[config.mk]
export PLATFORM = sky130hd
export DESIGN_NAME = audio_sample_streamer
export DESIGN_NICKNAME = d
export VERILOG_FILES = /design/src/rtl/audio_sample_streamer.sv
export SDC_FILE = /design/constraint.sdc
export NUM_CORES = 1
export LEC_CHECK = 0
export ABC_AREA = 1
export BUFFER_PORTS_ARGS = -buffer_cell sky130_fd_sc_hd__buf_2
export CELL_PAD_IN_SITES_DETAIL_PLACEMENT = 0
export CELL_PAD_IN_SITES_GLOBAL_PLACEMENT = 1
export CORE_MARGIN = 2
export CORE_UTILIZATION = 36
export CTS_CLUSTER_SIZE = 24
export DETAILED_ROUTE_END_ITERATION = 10
export PLACE_DENSITY_LB_ADDON = 0.1
export SLEW_MARGIN = 25
export SYNTH_ARGS = -nofsm -noshare
export SYNTH_HDL_FRONTEND = slang
export SYNTH_SLANG_ARGS = --single-unit
[constraint.sdc]
create_clock -name clk -period 1.7 [get_ports clk]
set_clock_uncertainty 0.2 [all_clocks]
set_input_delay 0.17 -clock clk [delete_from_list [all_inputs] [get_ports clk]]
set_output_delay 0.17 -clock clk [all_outputs]
set_load 0.005 [all_outputs]
[src/rtl/audio_sample_streamer.sv]
// Audio sample streamer: fetches Q1.14 samples from a word-indexed sample ROM with a
// 1-cycle registered read, paces them at one per SAMPLE_DIV clocks and presents them on a
// valid/ready stream. Optional feature macro: AUDIO_STREAM_LOOP_EN (endless clip looping).
module audio_sample_streamer #(
    parameter int unsigned NUM_SAMPLES = 32000,
    parameter int unsigned SAMPLE_DIV  = 1042
) (
    input  logic        clk,
    input  logic        rst,
    input  logic        start,
    input  logic        stop,
    output logic [31:0] rom_addr,
    input  logic [15:0] rom_rd,
    output logic [15:0] sample_data,
    output logic        sample_valid,
    input  logic        sample_ready,
    output logic        busy,
    output logic        done,
    output logic        underrun
);

    localparam int unsigned IW = (NUM_SAMPLES > 1) ? $clog2(NUM_SAMPLES) : 1;
    localparam int unsigned DW = (SAMPLE_DIV > 1) ? $clog2(SAMPLE_DIV) : 1;
    localparam logic [IW-1:0] LastIdx = IW'(NUM_SAMPLES - 1);
    localparam logic [DW-1:0] LastDiv = DW'(SAMPLE_DIV - 1);

    typedef enum logic [2:0] {
        StIdle,
        StFetch,
        StCapture,
        StPresent,
        StPace
    } state_e;

    state_e        state_q, state_d;
    logic [IW-1:0] idx_q, idx_d;
    logic [DW-1:0] div_q, div_d;
    logic          tick_pend_q, tick_pend_d;
    logic [15:0]   data_q, data_d;
    logic          valid_q, valid_d;
    logic          done_q, done_d;
    logic          underrun_q, underrun_d;
    logic          tick;
    logic          handshake;

    assign tick      = (state_q != StIdle) && (div_q == LastDiv);
    assign handshake = valid_q && sample_ready;

    assign rom_addr     = {30'(idx_q), 2'b00};
    assign sample_data  = data_q;
    assign sample_valid = valid_q;
    assign busy         = (state_q != StIdle);
    assign done         = done_q;
    assign underrun     = underrun_q;

    // Next-state logic: playback FSM, rate divider, pending-tick bookkeeping and pulses.
    always_comb begin
        state_d     = state_q;
        idx_d       = idx_q;
        tick_pend_d = tick_pend_q;
        data_d      = data_q;
        valid_d     = valid_q;
        done_d      = 1'b0;
        underrun_d  = 1'b0;
        div_d       = (state_q == StIdle || tick) ? '0 : div_q + 1'b1;

        unique case (state_q)
            StIdle: begin
                if (start) begin
                    state_d = StFetch;
                    idx_d   = '0;
                    div_d   = '0;
                end
            end
            StFetch: begin
                tick_pend_d = 1'b0;
                state_d     = StCapture;
            end
            StCapture: begin
                data_d  = rom_rd;
                valid_d = 1'b1;
                state_d = StPresent;
            end
            StPresent: begin
                if (handshake) begin
                    valid_d = 1'b0;
                    if (idx_q == LastIdx) begin
`ifdef AUDIO_STREAM_LOOP_EN
                        idx_d   = '0;
                        state_d = StPace;
`else
                        done_d  = 1'b1;
                        idx_d   = '0;
                        state_d = StIdle;
`endif
                    end else begin
                        idx_d   = idx_q + 1'b1;
                        state_d = StPace;
                    end
                end
            end
            StPace: begin
                if (tick || tick_pend_q) begin
                    state_d = StFetch;
                end
            end
            default: state_d = StIdle;
        endcase

        // A tick that lands while a sample is still in flight is remembered, not dropped.
        if (tick && (state_q inside {StFetch, StCapture, StPresent})) begin
            tick_pend_d = 1'b1;
            underrun_d  = 1'b1;
        end

        // Abort overrides everything, including a same-cycle start or final handshake.
        if (stop) begin
            state_d     = StIdle;
            valid_d     = 1'b0;
            idx_d       = '0;
            div_d       = '0;
            tick_pend_d = 1'b0;
            done_d      = 1'b0;
            underrun_d  = 1'b0;
        end
    end

    // State registers with synchronous active-high reset.
    always_ff @(posedge clk) begin
        if (rst) begin
            state_q     <= StIdle;
            idx_q       <= '0;
            div_q       <= '0;
            tick_pend_q <= 1'b0;
            data_q      <= '0;
            valid_q     <= 1'b0;
            done_q      <= 1'b0;
            underrun_q  <= 1'b0;
        end else begin
            state_q     <= state_d;
            idx_q       <= idx_d;
            div_q       <= div_d;
            tick_pend_q <= tick_pend_d;
            data_q      <= data_d;
            valid_q     <= valid_d;
            done_q      <= done_d;
            underrun_q  <= underrun_d;
        end
    end

endmodule

==> impl_results.md <==
- Met1 usage: 0.218
- Top_reg_cell synth: dfxtp_1
- Most used routing layer: met2
- DIE AREA: between 7000 and 8000 um^2
- GRT Residual Overflow: 0
- HP Class: in -> reg
- Setup crit end kind: register
- H-Tree Depth: 2
- GR met3 Demand/Resource: 0.0356
- WL per Instance: between 10 and 15 um
- Place WS: around 0.0086 ns
- M2 GR Usage: 0.259
- Total of max-cap violations: 0
- Core area: approximately 6400 um^2
- Chip width: 85.6 um
- Dpl cells: 465
- Fin area: 3250 um^2
- Pins over their slew limit: 0
- Util after Layout: 0.508
- Filler Cell Count: 664
- Largest net degree at the start of global routing: 20
- CP Max Fanout: 6
- Non-Filler Instances: about 500
- First-pass DRT Iterations: 4
- Cells after Synth: 321
- Row count: 29
- Max IR drop VDD: 0.568 mV
- CP Class: reg -> reg
- Via count: roughly 2.3k
- Total CTS buffers: 5
- Fmax: about 620 MHz
- Pwr Total: 2.21 mW
- Leak pwr: 1.43 nW
- # diodes: 0
- Gr usage total: 0.161
- Post-synth top area cell: dfxtp_1
- Hold Fails Final Rpt: 0
- Total wire length: roughly 5900 um
- Share of cells above drive strength 1: 0.313
- PwrDens: 682 nW/um^2
- Post-synthesis cell type count: 36
- DP HPWL: approximately 4200 um
- Clk sink count: 49
- Sequential share of the synthesized area: 0.409
- Max clock buf depth: 2
- Yosys warning count: 0
- Routed Antenna Nets: 0
- Crit path arrival time: 1.61 ns
- # IOs: 73
- Chip Height: approximately 86 um
- Initial antenna violation count: 0
- Mean Syn Cell Area: about 7.5 um^2
- # port buffers: 55
- Root buf cell: clkbuf_8
- Syn-to-layout area delta: 35.4%
- Drt initial violations: 67
- Setup violators final: 0
- Fin crit period: 1.60 ns
- Area after DPL: between 2000 and 3000 um^2
- Worst setup SP type: register
- Mapped Area: 2400 um^2
- Routability Congestion: ~0.75
- Ys async rst share: 0
- Routed vias/inst: 4.64
- Number of global-route vias before repair: 2,052
- Status: completed
- Synth top area share: 0.409
- Initial Util: 0.376
- DRC errors left: 0
- Number of synthesized flops with an enable pin: 0
- Clock Latency Late Sink: 0.30 ns
- Post-synthesis register bit count: 49
- CTS tree: yes
- Clk slew on worst S/H paths: 0.09 ns
- Final period util: 0.943
- First-pass GRT wire length: 9580 um
- Worst endpoint required time: approximately 1.7 ns
- Count leader, synth: nand2_1
- Synth cell count leaders: nand2_1, dfxtp_1, nor2_1, a21oi_1, nand4_1
- Post-route setup slack: a little under 0.1 ns
- Final #Nets: 446
- Synth area leaders: dfxtp_1, nand2_1, nor2_1, nand4_1, a21oi_1
[layer usage]
metal,wire [um],part of all wire
met1,2870,0.48
met2,2800,0.47
met3,210,0.035
met4,48,0.0081
met5,0,0
[cell type report]
| cell class | instances | area, um^2 | share of cell area |
|---|---|---|---|
| clock buffers | 5 | 68.8 | 0.0212 |
| clock inverters | 2 | 38.8 | 0.0119 |
| inverters | 25 | 96.3 | 0.0297 |
| multi-input cells | 238 | 1260 | 0.390 |
| flip-flops and latches | 49 | 993 | 0.306 |
| well taps | 77 | 96.3 | 0.0297 |
| repair buffers | 103 | 688 | 0.212 |
[report_power, final]
group          switching [mW]  internal, mW
clock                   0.384         0.436
combinational           0.120         0.107
sequential            0.00865          1.16
total                   0.513          1.70
[metrics by stage]
| stage | TNS (ns) | hold WS (ns) |
|---|---|---|
| after floorplan | 0 | 0.142 |
| after global placement | 0 | 0.245 |
| after detailed placement | 0 | 0.247 |
| after CTS | 0 | 0.0114 |
| after global routing | -0.0932 | 0.0683 |
| final | 0 | 0.0210 |
[layout by cell type (no fill, tap or decap), drive strengths merged, types with 2 or more instances in the layout]
cell type    count
ha               3
inv             25
dlygate4sd3     16
conb            17
buf             87
nor3             9
a21oi           27
nand2           69
nor2            48
xnor2            3
a31o             2
dfxtp           49
o21bai           2
nand3           19
clkbuf           5
o21ai            2
xor2             5
nand4           24
[sequential cells by signal (all words and copies together), names as in the netlist]
register and cells:
done 1, state_q 3, underrun 1, tick_pend_q 1, sample_data 16, idx_q 15
sample_valid 1, div_q 11
[cell families after synthesis]
family / share of synthesized area
and+or+nand+nor: 0.350
buffers and inverters: 0.110
DFF: 0.409
AOI/OAI and AO/OA: 0.0845
xor gates and xnor gates: 0.0292
adders and majority gates: 0.0157
other: 0.00156
[final timing paths]
check | to | start | slack (ns) | cells past startpoint
max | idx_q[2]$_SDFFE_PP0P_ | state_q[1]$_SDFFE_PP0P_ | 0.1 | 6
min reg2reg | div_q[0]$_SDFF_PP0_ | div_q[0]$_SDFF_PP0_ | 0.26 | 1
max reg2reg | idx_q[2]$_SDFFE_PP0P_ | state_q[1]$_SDFFE_PP0P_ | 0.1 | 6
min | state_q[0]$_SDFFE_PP0P_ | sample_ready | 0.02 | 4
[repair_timing]
item,4_1_cts,5_1_grt
hold buffers,16,0
setup endpoints to repair,5,20
endpoints found under the hold margin,16,0
gates resized for setup,1,22
pin swaps,1,6
setup buffers,3,8
[critical path: stages, from the launching register on]
cell and delay [ns]:
dfxtp_2 0.35, nor2_4 0.16, nand3b_1 0.26, buf_4 0.23, a31o_2 0.23, nand2_1 0.05, nor2_1 0.03
Note: power is estimated with default switching activity, not from simulation.
